[config.mk]
export PLATFORM = sky130hd
export DESIGN_NAME = prog_ctr_flat
export DESIGN_NICKNAME = d
export VERILOG_FILES = /design/src/rtl/prog_ctr_pkg.sv /design/src/rtl/prog_ctr_if.sv /design/src/rtl/prog_ctr_next.sv /design/src/rtl/prog_ctr.sv /design/src/flat_wrapper.sv
export SDC_FILE = /design/constraint.sdc
export NUM_CORES = 1
export LEC_CHECK = 0
export CAP_MARGIN = 10
export CELL_PAD_IN_SITES_DETAIL_PLACEMENT = 1
export CELL_PAD_IN_SITES_GLOBAL_PLACEMENT = 2
export CORE_MARGIN = 2
export CORE_UTILIZATION = 25
export DETAILED_ROUTE_END_ITERATION = 8
export GPL_TIMING_DRIVEN = 0
export HOLD_SLACK_MARGIN = 0.15
export PLACE_DENSITY = 0.79
export SYNTH_ARGS = -nofsm -noshare
export SYNTH_HDL_FRONTEND = slang
export SYNTH_SLANG_ARGS = --single-unit
[constraint.sdc]
create_clock -name Clk -period 6.4 [get_ports Clk]
set_input_delay 1.28 -clock Clk [delete_from_list [all_inputs] [get_ports Clk]]
set_output_delay 1.28 -clock Clk [all_outputs]
set_load 0.01 [all_outputs]
[src/rtl/prog_ctr_pkg.sv]
// Shared types and default parameters for the program counter block.
package prog_ctr_pkg;

   localparam int unsigned DEF_A          = 10;
   localparam int unsigned DEF_START_ADDR = 0;

   typedef enum logic [1:0] {IDLE, LOAD, LAUNCH, RUN} pc_state_t;

endpackage

[src/rtl/prog_ctr_if.sv]
// Control and address bundle between the core sequencer (master) and the program counter (slave).
interface prog_ctr_if
   import prog_ctr_pkg::*;
#(
   parameter int unsigned A = DEF_A
);
   logic         Start;
   logic         BranchAbsEn;
   logic         BranchRelEn;
   logic         ALU_flag;
   logic [A-1:0] Target;
   logic [A-1:0] ProgCtr;

   modport master (
      output Start, BranchAbsEn, BranchRelEn, ALU_flag, Target,
      input  ProgCtr
   );

   modport slave (
      input  Start, BranchAbsEn, BranchRelEn, ALU_flag, Target,
      output ProgCtr
   );
endinterface

[src/rtl/prog_ctr_next.sv]
// Combinational next-PC selection: absolute jump, flag-qualified relative jump, or +1.
module prog_ctr_next
   import prog_ctr_pkg::*;
#(
   parameter int unsigned A = DEF_A
) (
   input  logic [A-1:0] pc,
   input  logic [A-1:0] target,
   input  logic         branchAbsEn,
   input  logic         branchRelEn,
   input  logic         aluFlag,
   output logic [A-1:0] nextPc
);

   // All sums truncate to A bits, so a two's-complement target steps backwards.
   always_comb begin
      nextPc = pc + A'(1);
      if (branchAbsEn) begin
         nextPc = target;
      end else if (branchRelEn && aluFlag) begin
         nextPc = pc + target;
      end
   end

endmodule

[src/rtl/prog_ctr.sv]
// Program counter: launch sequencing FSM plus the PC register feeding instruction memory.
module prog_ctr
   import prog_ctr_pkg::*;
#(
   parameter int unsigned A          = DEF_A,
   parameter logic [A-1:0] START_ADDR = A'(DEF_START_ADDR)
) (
   input  logic          Clk,
   input  logic          Reset,
   prog_ctr_if.slave     bus
);

   pc_state_t    stateQ;
   logic [A-1:0] pcQ;
   logic [A-1:0] nextPc;

   prog_ctr_next #(
      .A (A)
   ) uNext (
      .pc          (pcQ),
      .target      (bus.Target),
      .branchAbsEn (bus.BranchAbsEn),
      .branchRelEn (bus.BranchRelEn),
      .aluFlag     (bus.ALU_flag),
      .nextPc      (nextPc)
   );

   // Start always wins; LOAD and LAUNCH both pin the PC so the program sees
   // START_ADDR for two edges after Start falls before counting begins.
   always_ff @(posedge Clk or posedge Reset) begin
      if (Reset) begin
         stateQ <= IDLE;
         pcQ    <= '0;
      end else begin
         unique case (stateQ)
            IDLE: begin
               if (bus.Start) stateQ <= LOAD;
            end
            LOAD: begin
               pcQ <= START_ADDR;
               if (!bus.Start) stateQ <= LAUNCH;
            end
            LAUNCH: begin
               pcQ    <= START_ADDR;
               stateQ <= bus.Start ? LOAD : RUN;
            end
            RUN: begin
               if (bus.Start) begin
                  pcQ    <= START_ADDR;
                  stateQ <= LOAD;
               end else begin
                  pcQ <= nextPc;
               end
            end
            default: begin
               stateQ <= IDLE;
               pcQ    <= '0;
            end
         endcase
      end
   end

   assign bus.ProgCtr = pcQ;

endmodule

[src/flat_wrapper.sv]
// flat-port wrapper written by rule: the top's interface ports become plain ports
module prog_ctr_flat import prog_ctr_pkg::*;
#(
   parameter int unsigned A          = DEF_A,
   parameter logic [A-1:0] START_ADDR = A'(DEF_START_ADDR)
)
  (Clk, Reset, bus_Start, bus_BranchAbsEn, bus_BranchRelEn, bus_ALU_flag, bus_Target, bus_ProgCtr);
  prog_ctr_if #(.A(A)) bus_i ();
  input  logic Clk;
  input  logic Reset;
  input wire logic [$bits(bus_i.Start)-1:0] bus_Start;
  input wire logic [$bits(bus_i.BranchAbsEn)-1:0] bus_BranchAbsEn;
  input wire logic [$bits(bus_i.BranchRelEn)-1:0] bus_BranchRelEn;
  input wire logic [$bits(bus_i.ALU_flag)-1:0] bus_ALU_flag;
  input wire logic [$bits(bus_i.Target)-1:0] bus_Target;
  output wire logic [$bits(bus_i.ProgCtr)-1:0] bus_ProgCtr;
  assign bus_i.Start = bus_Start;
  assign bus_i.BranchAbsEn = bus_BranchAbsEn;
  assign bus_i.BranchRelEn = bus_BranchRelEn;
  assign bus_i.ALU_flag = bus_ALU_flag;
  assign bus_i.Target = bus_Target;
  assign bus_ProgCtr = bus_i.ProgCtr;
  prog_ctr #(.A(A), .START_ADDR(START_ADDR)) u_core (.Clk(Clk), .Reset(Reset), .bus(bus_i));
endmodule
==> results of run 1 <==
==> area by class of cell <==
type / instances / area, um^2 / share of cell area, %
inverter: 5 / 18.8 / 1.33
buffer: 2 / 18.8 / 1.33
timing repair buffer: 25 / 250 / 17.8
multi-input combinational: 97 / 703 / 49.9
tap: 50 / 62.6 / 4.44
sequential: 12 / 300 / 21.3
clock buffer: 4 / 55.1 / 3.91
==> worst min-delay path, cell delays in order, from the launching register on <==
cell	delay, ns
dfrtp_1	0.37
nand2_1	0.06
o21ai_0	0.06
==> path summary, 6_finish.rpt <==
check,to,slack [ns],depth (start not counted),start
worst min-delay path,u_core.bus.ProgCtr[0],0.53,2,u_core.bus.ProgCtr[0]
min in group asynchronous,u_core.bus.ProgCtr[6],1.37,2,Reset
worst max-delay path,u_core.bus.ProgCtr[8],2.59,10,bus_BranchRelEn
worst min register to register,u_core.bus.ProgCtr[0],0.53,2,u_core.bus.ProgCtr[0]
worst max register to register,u_core.bus.ProgCtr[8],4.08,8,u_core.bus.ProgCtr[0]
max in group asynchronous,u_core.bus.ProgCtr[0],4.67,2,Reset
==> through the flow <==
step           utilization [%]  std cells  instance area, um^2  hold WS [ns]  setup slack [ns]
3_5_place_dp              33.8        191                 1350         0.521              2.37
4_1_cts                   35.2        195                 1410         0.536              2.59
6_report                  35.2        195                 1410         0.528              2.59
3_3_place_gp              33.8        191                 1350         0.503              2.40
2_1_floorplan                -        116                 1040         0.523              3.29
5_1_grt                   35.2        195                 1410         0.565              2.45
==> power groups by stage <==
| stage | combinational [mW] | sequential, mW | clock, mW |
|---|---|---|---|
| 2_1_floorplan | 0.102 | 0.118 | 0 |
| 3_3_place_gp | 0.171 | 0.114 | 0 |
| 3_5_place_dp | 0.181 | 0.115 | 0 |
| 4_1_cts | 0.182 | 0.114 | 0.0908 |
| 5_1_grt | 0.200 | 0.117 | 0.0928 |
| 6_report | 0.179 | 0.113 | 0.0866 |
==> layer usage <==
layer | track usage (%) | routed length (um) | share of wire, %
met5 | 0 | 0 | 0
met4 | 4.50 | 29 | 0.90
met3 | 3.41 | 87 | 2.7
met2 | 26.2 | 1640 | 51
met1 | 18.0 | 1470 | 46
==> state kept, by name, indices dropped and copies added, names as in the netlist <==
signal and flops:
u_core.stateQ 2, u_core.bus.ProgCtr 10
==> cell usage after synthesis <==
library cell and n:
ha_1 13, dfrtp_1 12, nand2_1 10, o21ai_0 10, and3_1 8, a21oi_1 7, nor2_1 7, a32oi_1 5
inv_1 5, a21o_1 4, o21ai_1 4, xor2_1 4, nand3_1 3, nand3b_1 3, xnor2_1 3, a211oi_1 2
mux2i_1 2, a2111oi_0 1, a221oi_2 1, a22o_1 1, a31oi_1 1, and3_2 1, buf_2 1, clkbuf_8 1
fa_1 1, nand2b_1 1, nand4_1 1, nor2b_1 1, nor3b_2 1, o21a_1 1, o31a_1 1
==> cell families (layout without fill, tap and decap cells) <==
group	after synthesis	count (layout)	synth area share, %
AO/OA/AOI/OAI	38	38	23.9
flip-flops	12	12	28.8
multiplexers	2	2	1.92
XOR/XNOR	7	7	5.89
AND/OR/NAND/NOR	36	36	18.3
buffers and inverters	7	36	3.61
adder cells (fa/ha/maj)	14	14	17.5
==> impl_metrics.json, run 1 <==
{
  "ctsResizeCount": 0,
  "track_usage_pct": 14.9,
  "clkPwrFrac_pct": 22.8,
  "setup_tns_ns": 0,
  "fillCellCount": 465,
  "syn_inst": 116,
  "cts_tree": "done",
  "hold_violations": 0,
  "setup_viol": 0,
  "initial_core_util_pct": 26.0,
  "ys_types": 31,
  "mostFrequentLayoutCells": "clkdlybuf4s50_1 (25), ha_1 (13), dfrtp_1 (12)",
  "core.rowCount": 23,
  "ant_nets": 0,
  "max_slew.worst_pin.slew_ns": 0.649,
  "die_h_um": 68.5,
  "final_common_cell": "clkdlybuf4s50_1",
  "p_leak_nw": 0.664,
  "min_period_ns": 3.81,
  "wl_per_cell_um": 16.6,
  "power_mw": 0.379,
  "swShare_pct": 38.9,
  "first_pass_iters": 2,
  "power.switching_mw": 0.147,
  "die_width_um": 68.5,
  "grt_max_degree": 13,
  "remaining_drc_errors": 0,
  "root_buffer": "clkbuf_8",
  "status": "complete, no violations",
  "critPathTopFamily": "compound AO/OA/AOI/OAI gates",
  "route.vias.total": 1008,
  "p_int_mw": 0.232,
  "routed_via_density": 5.17,
  "drv_cap": 0,
  "path_max_fanout": 10,
  "avgSynthCellArea_um2": 8.97,
  "syn-num-nets": 146,
  "worstHoldPathType": "reg2reg",
  "crit_arrival_ns": 3.94,
  "seq_power_share_pct": 29.9,
  "h-tree-depth": 1,
  "slew_viol_final": 0,
  "first_iter_violations": 27,
  "gp_congestion": 0.823,
  "ctsHoldBuffers": 0,
  "path_cells": "clkdlybuf4s50_1 > nand3b_1 > ha_1 > fa_1 > a211oi_1 > nor2_1 > a221oi_2 > xor2_1 > o21ai_1 > a22o_1",
  "die_area_um2": 4700,
  "max_freq_mhz": 263,
  "ys_seq_area_share_pct": 28.8,
  "fin_crit_sh_pct": 59.5,
  "relSlewSlack_pct": 56.6,
  "final_layout_size_suffix_gt1_share_pct": 6.21,
  "path_clk_slew_ns": 0.05,
  "critPathMaxStageDelay_ns": 0.71,
  "synth_area_um2": 1040,
  "grt_pass1_wl_um": 4950,
  "cp-start-kind": "input pin",
  "required_ns": 6.53,
  "grt_setup_unrepaired": "false",
  "synthTopCellsByArea": "dfrtp_1 (29%), ha_1 (16%), and3_1 (4.8%)",
  "fin_nets": 176,
  "yosysTopAreaCell": "dfrtp_1",
  "ios": 26,
  "path_class": "in2reg",
  "grt_pass1_vias": 1000,
  "peakVddDrop_uv": 147,
  "ys_warn_count": 0,
  "antenna_cells": 0,
  "p_per_area_nw_per_um2": 269,
  "synth_top_area_share_pct": 28.8,
  "clockBufferDepth": 2,
  "antenna_found_initial": 0,
  "critPathBufInv": 1,
  "crit_path_top_delay_cell": "clkdlybuf4s50_1",
  "combPwrFrac_pct": 47.2,
  "portBuffers": 25,
  "coreArea_um2": 4000,
  "endpoint_kind": "flop",
  "synth_seq_cells": 12,
  "clock-sinks": 12,
  "cts_setup_buffers": 0,
  "dp_hpwl_um": 2430,
  "clock_latency_ns": 0.25,
  "fin_skew_ns": 0.00808,
  "numCtsBuffers": 3,
  "grt-ovfl-total": 0,
  "totalWireLength_um": 3230,
  "area_growth_syn_to_layout_pct": 35.3
}
(Power assumes the default switching activity.)
==> run 2: changes to the inputs <==
Settings changed: PLACE_DENSITY 0.79 to 0.82.
Clock period 6.4 ns to 3.1 ns, I/O delays scaled along.
==> run 2 against run 1 <==
Against the previous run: first-iteration DRC count is 15% lower; count of clock-buffer cells in the layout unchanged; cell count stayed put; via count increased by 0.60%; sequential share of layout area barely moved; largest cell class unchanged; largest power group unchanged.
==> impl_metrics.json, run 2 (synthesis gave the netlist of run 1 again) <==
{
  "drv_cap": 0,
  "fin_crit_sh_pct": 92.7,
  "max_freq_mhz": 348,
  "track_usage_pct": 16.3,
  "worstHoldPathType": "reg2reg",
  "final_layout_size_suffix_gt1_share_pct": 6.21,
  "antenna_cells": 0,
  "stdcell_count": 195,
  "largest_register_ffs": 10,
  "grt_pass1_wl_um": 5530,
  "combPwrFrac_pct": 47.0,
  "swShare_pct": 39.1,
  "setup_tns_ns": 0,
  "path_class": "in2reg",
  "crit_arrival_ns": 3.01,
  "peakVddDrop_uv": 253,
  "fin_skew_ns": 0.00270,
  "endpoint_kind": "flop",
  "portBuffers": 25,
  "grt_pass1_vias": 1110,
  "cp-start-kind": "input pin",
  "p_per_area_nw_per_um2": 559,
  "route.vias.total": 1014,
  "clock_latency_ns": 0.25,
  "antenna_found_initial": 0,
  "holdWs_ns": 0.526,
  "seq_power_share_pct": 30.0,
  "clockBufferDepth": 2,
  "clkPwrFrac_pct": 22.9,
  "placed_cells": 191,
  "die_h_um": 68.5,
  "path_clk_slew_ns": 0.06,
  "relSlewSlack_pct": 57.3,
  "first_pass_iters": 4,
  "power.switching_mw": 0.307,
  "final_common_cell": "clkdlybuf4s50_1",
  "grt_max_degree": 13,
  "required_ns": 3.24,
  "cts_tree": "done",
  "max_slew.worst_pin.slew_ns": 0.638,
  "p_int_mw": 0.479,
  "hold_violations": 0,
  "min_period_ns": 2.87,
  "first_iter_violations": 23,
  "area_growth_syn_to_layout_pct": 35.1,
  "ant_nets": 0,
  "routed_via_density": 5.20,
  "path_max_fanout": 10,
  "die_width_um": 68.5,
  "dpl_cell_area_um2": 1350,
  "fin_nets": 176,
  "wl_per_cell_um": 17.5,
  "h-tree-depth": 1,
  "grt-ovfl-total": 0,
  "final_cell_area_um2": 1410,
  "die_area_um2": 4700,
  "initial_core_util_pct": 26.0,
  "coreArea_um2": 4000,
  "setup_viol": 0,
  "numCtsBuffers": 3,
  "ios": 26,
  "grt_setup_unrepaired": "false",
  "core.rowCount": 23,
  "status": "complete, no violations",
  "mostFrequentLayoutCells": "clkdlybuf4s50_1 (23), ha_1 (13), dfrtp_1 (12)",
  "p_leak_nw": 0.667,
  "final_core_util_pct": 35.2,
  "slew_viol_final": 0,
  "remaining_drc_errors": 0,
  "gp_congestion": 0.786,
  "totalWireLength_um": 3420,
  "root_buffer": "clkbuf_8",
  "ctsHoldBuffers": 0,
  "dp_hpwl_um": 2450,
  "clock-sinks": 12
}
run 2: repair_timing:
item                       4_1_cts  5_1_grt
resized for setup                2        0
buffers inserted                 0        0
setup endpoints to repair        1        0
run 2: per-stage QoR:
step	worst slack (ns)	power (mW)
after detailed placement	-0.251	0.613
after global routing	0.0674	0.850
after floorplan	0.646	0.453
final	0.227	0.786
after global placement	-0.253	0.581
after CTS	0.245	0.798
run 2: layout make-up:
class                   count  area [um^2]
clock buffers               4         55.1
inverters                   5         18.8
well taps                  50         62.6
fillers                   462         2590
plain buffers               2         18.8
flip-flops and latches     12          300
repair buffers             25          248
multi-input cells          97          703
run 2: worst paths after layout:
kind | start | to | slack [ns] | depth (start not counted)
max reg2reg | u_core.bus.ProgCtr[0] | u_core.bus.ProgCtr[8] | 0.80 | 8
min reg2reg | u_core.bus.ProgCtr[5] | u_core.bus.ProgCtr[5] | 0.53 | 2
max in group asynchronous | Reset | u_core.bus.ProgCtr[6] | 2.04 | 2
max | bus_BranchRelEn | u_core.bus.ProgCtr[8] | 0.23 | 10
min in group asynchronous | Reset | u_core.bus.ProgCtr[9] | 0.71 | 2
min | u_core.bus.ProgCtr[5] | u_core.bus.ProgCtr[5] | 0.53 | 2
run 2: layer usage:
layer	vias to the layer above	GRT usage, %	share of wire [%]
li1	492	-	-
met1	499	19.7	43
met2	17	29.1	51
met3	6	4.22	4.6
met4	0	3.00	0.91
met5	-	0	0
run 2: worst max-delay path, stage by stage:
cell	delay [ns]
dlygate4sd2_1	0.46
nand3b_1	0.13
ha_1	0.24
fa_1	0.44
a211oi_1	0.26
nor2_1	0.13
a221oi_2	0.25
xor2_1	0.19
o21ai_1	0.08
a22o_1	0.20
run 2: power by group through the flow:
stage | clock [mW] | combinational, mW | sequential, mW
6_report | 0.180 | 0.370 | 0.236
5_1_grt | 0.190 | 0.417 | 0.243
4_1_cts | 0.184 | 0.376 | 0.238
3_5_place_dp | 0 | 0.374 | 0.240
3_3_place_gp | 0 | 0.348 | 0.234
2_1_floorplan | 0 | 0.211 | 0.243
==> run 3: changes to the inputs <==
Settings changed: SETUP_SLACK_MARGIN from default to 0.02.
==> results of run 3 <==
Same layout as run 2: the final DEF is identical, and so are final timing and power.
